[config.mk]
export PLATFORM = sky130hd
export DESIGN_NAME = if_id_stage_flat
export DESIGN_NICKNAME = d
export VERILOG_FILES = /design/src/rtl/if_id_stage_if.sv /design/src/rtl/if_id_stage.sv /design/src/flat_wrapper.sv
export SDC_FILE = /design/constraint.sdc
export NUM_CORES = 1
export LEC_CHECK = 0
export ABC_CLOCK_PERIOD_IN_PS = 2950
export BUFFER_PORTS_ARGS = -buffer_cell sky130_fd_sc_hd__buf_2
export CELL_PAD_IN_SITES_DETAIL_PLACEMENT = 0
export CELL_PAD_IN_SITES_GLOBAL_PLACEMENT = 1
export CORE_MARGIN = 3
export CORE_UTILIZATION = 42
export DETAILED_ROUTE_END_ITERATION = 8
export GPL_TIMING_DRIVEN = 0
export PLACE_DENSITY = 0.86
export SLEW_MARGIN = 20
export SYNTH_ARGS = -nofsm -noshare
export SYNTH_HDL_FRONTEND = slang
export SYNTH_SLANG_ARGS = --single-unit
[constraint.sdc]
create_clock -name clk -period 2.95 [get_ports clk]
set_input_delay 0.295 -clock clk [delete_from_list [all_inputs] [get_ports clk]]
set_output_delay 0.295 -clock clk [all_outputs]
set_load 0.1 [all_outputs]
[src/rtl/if_id_stage_if.sv]
// Fetch-to-decode bus for if_id_stage: fetch handshake, flush, decode handshake and decoded fields.
// stall_cnt exists only when IFID_STALL_CNT_EN is defined.
interface if_id_stage_if #(
    parameter int unsigned INST_W = 32,
    parameter int unsigned PC_W   = 32
);
    logic              in_valid;
    logic              in_ready;
    logic [INST_W-1:0] in_inst;
    logic [PC_W-1:0]   in_pc;
    logic              flush;
    logic              out_valid;
    logic              out_ready;
    logic [PC_W-1:0]   pc_plus4;
    logic [5:0]        opcode;
    logic [4:0]        rs;
    logic [4:0]        rt;
    logic [4:0]        rd;
    logic [4:0]        shamt;
    logic [5:0]        funct;
    logic [15:0]       imm16;
    logic [25:0]       target26;
`ifdef IFID_STALL_CNT_EN
    logic [15:0]       stall_cnt;
`endif

    // Stage side.
    modport slave (
        input  in_valid, in_inst, in_pc, flush, out_ready,
        output in_ready, out_valid, pc_plus4, opcode, rs, rt, rd, shamt, funct, imm16, target26
`ifdef IFID_STALL_CNT_EN
        , output stall_cnt
`endif
    );

    // Fetch/decode environment side.
    modport master (
        output in_valid, in_inst, in_pc, flush, out_ready,
        input  in_ready, out_valid, pc_plus4, opcode, rs, rt, rd, shamt, funct, imm16, target26
`ifdef IFID_STALL_CNT_EN
        , input stall_cnt
`endif
    );
endinterface

[src/rtl/if_id_stage.sv]
// IF/ID pipeline register: 2-entry skid buffer (main + skid) with flush and MIPS field split.
// Optional stall counter enabled by defining IFID_STALL_CNT_EN.
module if_id_stage #(
    parameter int unsigned INST_W = 32,
    parameter int unsigned PC_W   = 32
) (
    input  logic           clk,
    input  logic           rst_n,
    if_id_stage_if.slave   io_bus
);
    logic              r_main_valid;
    logic [INST_W-1:0] r_main_inst;
    logic [PC_W-1:0]   r_main_pc;
    logic              r_skid_valid;
    logic [INST_W-1:0] r_skid_inst;
    logic [PC_W-1:0]   r_skid_pc;

    logic w_in_ready;
    logic w_accept;
    logic w_consume;

    // Ready depends only on held state, so out_ready never reaches in_ready combinationally.
    assign w_in_ready = !r_skid_valid;
    assign w_accept   = io_bus.in_valid && w_in_ready;
    assign w_consume  = r_main_valid && io_bus.out_ready;

    always_ff @(posedge clk) begin
        if (!rst_n) begin
            r_main_valid <= 1'b0;
            r_main_inst  <= '0;
            r_main_pc    <= '0;
            r_skid_valid <= 1'b0;
            r_skid_inst  <= '0;
            r_skid_pc    <= '0;
        end else if (io_bus.flush) begin
            r_main_valid <= 1'b0;
            r_skid_valid <= 1'b0;
        end else if (r_skid_valid) begin
            // FULL: no accept is possible, only drain skid into main.
            if (w_consume) begin
                r_main_inst  <= r_skid_inst;
                r_main_pc    <= r_skid_pc;
                r_skid_valid <= 1'b0;
            end
        end else if (w_accept) begin
            if (!r_main_valid || w_consume) begin
                r_main_valid <= 1'b1;
                r_main_inst  <= io_bus.in_inst;
                r_main_pc    <= io_bus.in_pc;
            end else begin
                r_skid_valid <= 1'b1;
                r_skid_inst  <= io_bus.in_inst;
                r_skid_pc    <= io_bus.in_pc;
            end
        end else if (w_consume) begin
            r_main_valid <= 1'b0;
        end
    end

    assign io_bus.in_ready  = w_in_ready;
    assign io_bus.out_valid = r_main_valid;
    assign io_bus.pc_plus4  = r_main_pc + PC_W'(4);
    assign io_bus.opcode    = r_main_inst[31:26];
    assign io_bus.rs        = r_main_inst[25:21];
    assign io_bus.rt        = r_main_inst[20:16];
    assign io_bus.rd        = r_main_inst[15:11];
    assign io_bus.shamt     = r_main_inst[10:6];
    assign io_bus.funct     = r_main_inst[5:0];
    assign io_bus.imm16     = r_main_inst[15:0];
    assign io_bus.target26  = r_main_inst[25:0];

`ifdef IFID_STALL_CNT_EN
    logic [15:0] r_stall_cnt;

    // Counts cycles a valid output is held back; survives flush, saturates at all-ones.
    always_ff @(posedge clk) begin
        if (!rst_n) begin
            r_stall_cnt <= '0;
        end else if (r_main_valid && !io_bus.out_ready && (r_stall_cnt != 16'hFFFF)) begin
            r_stall_cnt <= r_stall_cnt + 16'd1;
        end
    end

    assign io_bus.stall_cnt = r_stall_cnt;
`endif
endmodule

[src/flat_wrapper.sv]
// flat-port wrapper written by rule: the top's interface ports become plain ports
module if_id_stage_flat 
#(
    parameter int unsigned INST_W = 32,
    parameter int unsigned PC_W   = 32
)
  (clk, rst_n, io_bus_in_valid, io_bus_in_inst, io_bus_in_pc, io_bus_flush, io_bus_out_ready, io_bus_in_ready, io_bus_out_valid, io_bus_pc_plus4, io_bus_opcode, io_bus_rs, io_bus_rt, io_bus_rd, io_bus_shamt, io_bus_funct, io_bus_imm16, io_bus_target26);
  if_id_stage_if #(.INST_W(INST_W), .PC_W(PC_W)) io_bus_i ();
  input  logic clk;
  input  logic rst_n;
  input wire logic [$bits(io_bus_i.in_valid)-1:0] io_bus_in_valid;
  input wire logic [$bits(io_bus_i.in_inst)-1:0] io_bus_in_inst;
  input wire logic [$bits(io_bus_i.in_pc)-1:0] io_bus_in_pc;
  input wire logic [$bits(io_bus_i.flush)-1:0] io_bus_flush;
  input wire logic [$bits(io_bus_i.out_ready)-1:0] io_bus_out_ready;
  output wire logic [$bits(io_bus_i.in_ready)-1:0] io_bus_in_ready;
  output wire logic [$bits(io_bus_i.out_valid)-1:0] io_bus_out_valid;
  output wire logic [$bits(io_bus_i.pc_plus4)-1:0] io_bus_pc_plus4;
  output wire logic [$bits(io_bus_i.opcode)-1:0] io_bus_opcode;
  output wire logic [$bits(io_bus_i.rs)-1:0] io_bus_rs;
  output wire logic [$bits(io_bus_i.rt)-1:0] io_bus_rt;
  output wire logic [$bits(io_bus_i.rd)-1:0] io_bus_rd;
  output wire logic [$bits(io_bus_i.shamt)-1:0] io_bus_shamt;
  output wire logic [$bits(io_bus_i.funct)-1:0] io_bus_funct;
  output wire logic [$bits(io_bus_i.imm16)-1:0] io_bus_imm16;
  output wire logic [$bits(io_bus_i.target26)-1:0] io_bus_target26;
  assign io_bus_i.in_valid = io_bus_in_valid;
  assign io_bus_i.in_inst = io_bus_in_inst;
  assign io_bus_i.in_pc = io_bus_in_pc;
  assign io_bus_i.flush = io_bus_flush;
  assign io_bus_i.out_ready = io_bus_out_ready;
  assign io_bus_in_ready = io_bus_i.in_ready;
  assign io_bus_out_valid = io_bus_i.out_valid;
  assign io_bus_pc_plus4 = io_bus_i.pc_plus4;
  assign io_bus_opcode = io_bus_i.opcode;
  assign io_bus_rs = io_bus_i.rs;
  assign io_bus_rt = io_bus_i.rt;
  assign io_bus_rd = io_bus_i.rd;
  assign io_bus_shamt = io_bus_i.shamt;
  assign io_bus_funct = io_bus_i.funct;
  assign io_bus_imm16 = io_bus_i.imm16;
  assign io_bus_target26 = io_bus_i.target26;
  if_id_stage #(.INST_W(INST_W), .PC_W(PC_W)) u_core (.clk(clk), .rst_n(rst_n), .io_bus(io_bus_i));
endmodule
==> impl_results.md <==
* Final setup TNS at 0 ns
* Via density at 5.01
* Die Ht at 129 um
* Initial antenna violation count at 2
* RSZ-0062 raised after global routing: false
* Detailed Route WL at 15900 um
* Root Buffer: clkbuf_16
* Max-slew violations at 0
* Min Hold Slack at 0.125 ns
* Seq cells post-synth at 130
* Worst EP arrival at around 2.5 ns
* CP Max Fanout at 5
* Antenna-violating nets left at 0
* Area of the mapped netlist at 6320 um2
* Vias in the first global route at 5165
* Sw Pwr at 1780 uW
* Die area at roughly 17000 um2
* Sequential power share at 36.4%
* FF-to-FF path depth at 5
* WHS Endpoint: u_core.r_skid_inst[16]
* Post-DR wirelength/cell at 14.7 um
* CTS Sinks at between 100 and 150
* Placeable Area at approximately 15000 um2
* GPL Wtd Cong at 0.795
* Hold path cells at 3
* Setup CP Type: flip-flop to primary output
* Status: complete, no violations
* Post-Syn Instances at between 600 and 700
* Multi-input gate area at 3220 um2
* Worst hold start: io_bus_in_inst[16]
* Final std cells w/o fill at about 1.1k
* Critical Path End Type: primary output
* Internal reg-to-reg setup slack at 1.19 ns
* Register area share after synthesis at 41.2%
* First-pass GRT wire length at 25600 um
* Clock skew at 0.00531 ns
* Net count after synthesis at approximately 760
* Largest net degree at the start of global routing at 17
* Combinational cell fraction of total power at 23.7%
* H-tree levels at 4
* Power per cell area at 642 nW/um2
* Clock Power Share at 39.9%
* Total GRT Usage at 19.5%
* Tcrit/Tclk final at 95.8%
* Die width at 129 um
* Min Tclk post-route at 2.83 ns
* DRT iter0 DRCs at approximately 270
* Least-Margin Pin Slew at about 0.9 ns
* Max cap viols at 0
* Switch share at 33.9%
* PortBufs at 175
* Leak at about 0.0042 uW
* Capturing point of the worst reg2reg path: u_core.r_skid_inst[23]
* # fillers at 1398
* R2R Path Start: u_core.r_skid_valid
* Clock Latency Late Sink at between 0.4 and 0.5 ns
* Reg area at 2600 um2
* DRC at 0
* Total congestion overflow at 0
* Diodes inserted at 0
* Initial Util at 43.1%
* Avg Cell Area, Syn at 9.10 um2
* CTS tree: yes
* Worst-path clk slew at ~0.06 ns
* Layout cells sized above 1 at around a third
* Max VDD drop at roughly 400 uV
* Area growth syn-to-layout at 29.1%
* Hpwl dp at between 10000 and 15000 um
* Post-synthesis cell type count at 29
* Worst Path Required at around 2.7 ns
* Pre-antenna DRT Iters at 4
* Nets at 960
* # setup viols final at 0
* Worst setup SP type: flip-flop
* Clock Tree Buf Depth at 2
* # IOs at ~180
* Final Hold Viols at 0
* Num CTS Buffers at 17
* Internal at 3460 uW
* # hold bufs at CTS at 0
* Vias at 5443
* Slew headroom at 40.3%
* Fmax at 354 MHz
* Row cnt at between 40 and 50
* Hold WC Path Type: primary input to flip-flop
* Placed cell count at 1053
* Count of yosys warnings during synthesis at 0
[state kept, by name, summed over array words and instances (netlist names)]
name                     cells
u_core.r_main_inst          32
u_core.r_skid_inst          32
u_core.r_skid_valid          1
u_core.io_bus.out_valid      1
u_core.r_skid_pc            32
u_core.r_main_pc            32
[layer usage]
layer,part of all wire (%),global-route usage [%]
met5,0.13,0
met4,1.3,6.73
met3,6.7,5.40
met2,46,31.6
met1,46,24.9
[worst max-delay path: stages (launching register included)]
cell and delay [ns]:
dfxtp_1 0.44, nand4_1 0.33, nor4_4 0.37, buf_4 0.20
nand4_1 0.14, xnor2_2 0.20, buf_2 0.46
[worst max path at each step]
stage / endpoint / cells after the start / from
6_report: io_bus_pc_plus4[29] / 6 / u_core.r_main_pc[12]
5_1_grt: io_bus_pc_plus4[29] / 6 / u_core.r_main_pc[12]
4_1_cts: io_bus_pc_plus4[20] / 6 / u_core.r_main_pc[2]
3_5_place_dp: io_bus_pc_plus4[24] / 6 / u_core.r_main_pc[2]
3_3_place_gp: io_bus_pc_plus4[26] / 5 / u_core.r_main_pc[12]
2_1_floorplan: io_bus_pc_plus4[16] / 5 / u_core.r_main_pc[2]
[placed cells by master (no fill, tap or decap), types with 5 or more instances in the layout]
master	count
nand4_1	10
buf_2	198
xnor2_2	13
a21boi_1	60
buf_4	48
clkbuf_16	17
nand3_1	11
clkbuf_1	20
mux2i_1	64
clkbuf_8	5
xnor2_1	7
buf_6	6
and3_1	8
xor2_1	7
dfxtp_1	130
o211a_1	64
nand2_1	198
[synthesized netlist by cell type (all sizes together)]
master,count,area share [%]
a21boi,64,7.6
a21oi,1,0.079
a221oi,2,0.38
and3,8,0.79
and4,2,0.28
buf,79,8.7
clkbuf,14,0.83
dfxtp,130,41
ha,1,0.20
inv,4,0.24
mux2i,64,10
nand2,198,12
nand2b,2,0.20
nand3,11,0.87
nand4,11,1.3
nor2,3,0.18
nor3,2,0.16
nor4,4,0.87
o211a,64,10
o21ai,1,0.079
or4,1,0.12
xnor2,20,2.8
xor2,8,1.1
[final cells by class]
| class | instances | share of cell area [%] |
|---|---|---|
| Clock inverter | 4 | 0.859 |
| Sequential cell | 130 | 31.9 |
| Clock buffer | 28 | 6.34 |
| Inverter | 4 | 0.184 |
| Tap cell | 184 | 2.82 |
| Timing Repair Buffer | 177 | 11.0 |
| Multi-Input combinational cell | 467 | 39.5 |
| Buffer | 93 | 7.37 |
[power groups by stage]
stage	clock [uW]	combinational, uW	sequential (uW)
after global routing	2200	1290	1920
after global placement	0	1240	1940
final	2090	1240	1910
after detailed placement	0	1240	1940
after floorplan	0	808	2150
after CTS	2130	1250	1900
[repair_timing]
action | 4_1_cts | 5_1_grt
pin swaps | 1 | 0
gates resized for setup | 2 | 5
setup endpoints to repair | 2 | 3
endpoints found under the hold margin | 0 | 0
buffers inserted | 2 | 0
[through the flow]
stage / instance area (um2) / total power, uW / worst slack, ns / utilization (%)
4_1_cts: 8140 / 5280 / 0.0685 / 55.6
6_report: 8150 / 5230 / 0.123 / 55.7
3_5_place_dp: 7530 / 3190 / 0.448 / 51.4
5_1_grt: 8150 / 5410 / 0.00602 / 55.7
3_3_place_gp: 7530 / 3180 / 0.449 / 51.4
2_1_floorplan: 6420 / 2960 / 0.0344 / -
[kinds of logic after synthesis]
group / count (synthesis) / synth area share, %
XOR/XNOR: 28 / 3.88
AND/OR/NAND/NOR: 242 / 16.6
flip-flops: 130 / 41.2
adder cells (fa/ha/maj): 1 / 0.198
AO/OA/AOI/OAI: 132 / 18.3
multiplexers: 64 / 10.1
buffers and inverters: 97 / 9.74
Power figures use the tool's default switching activity.
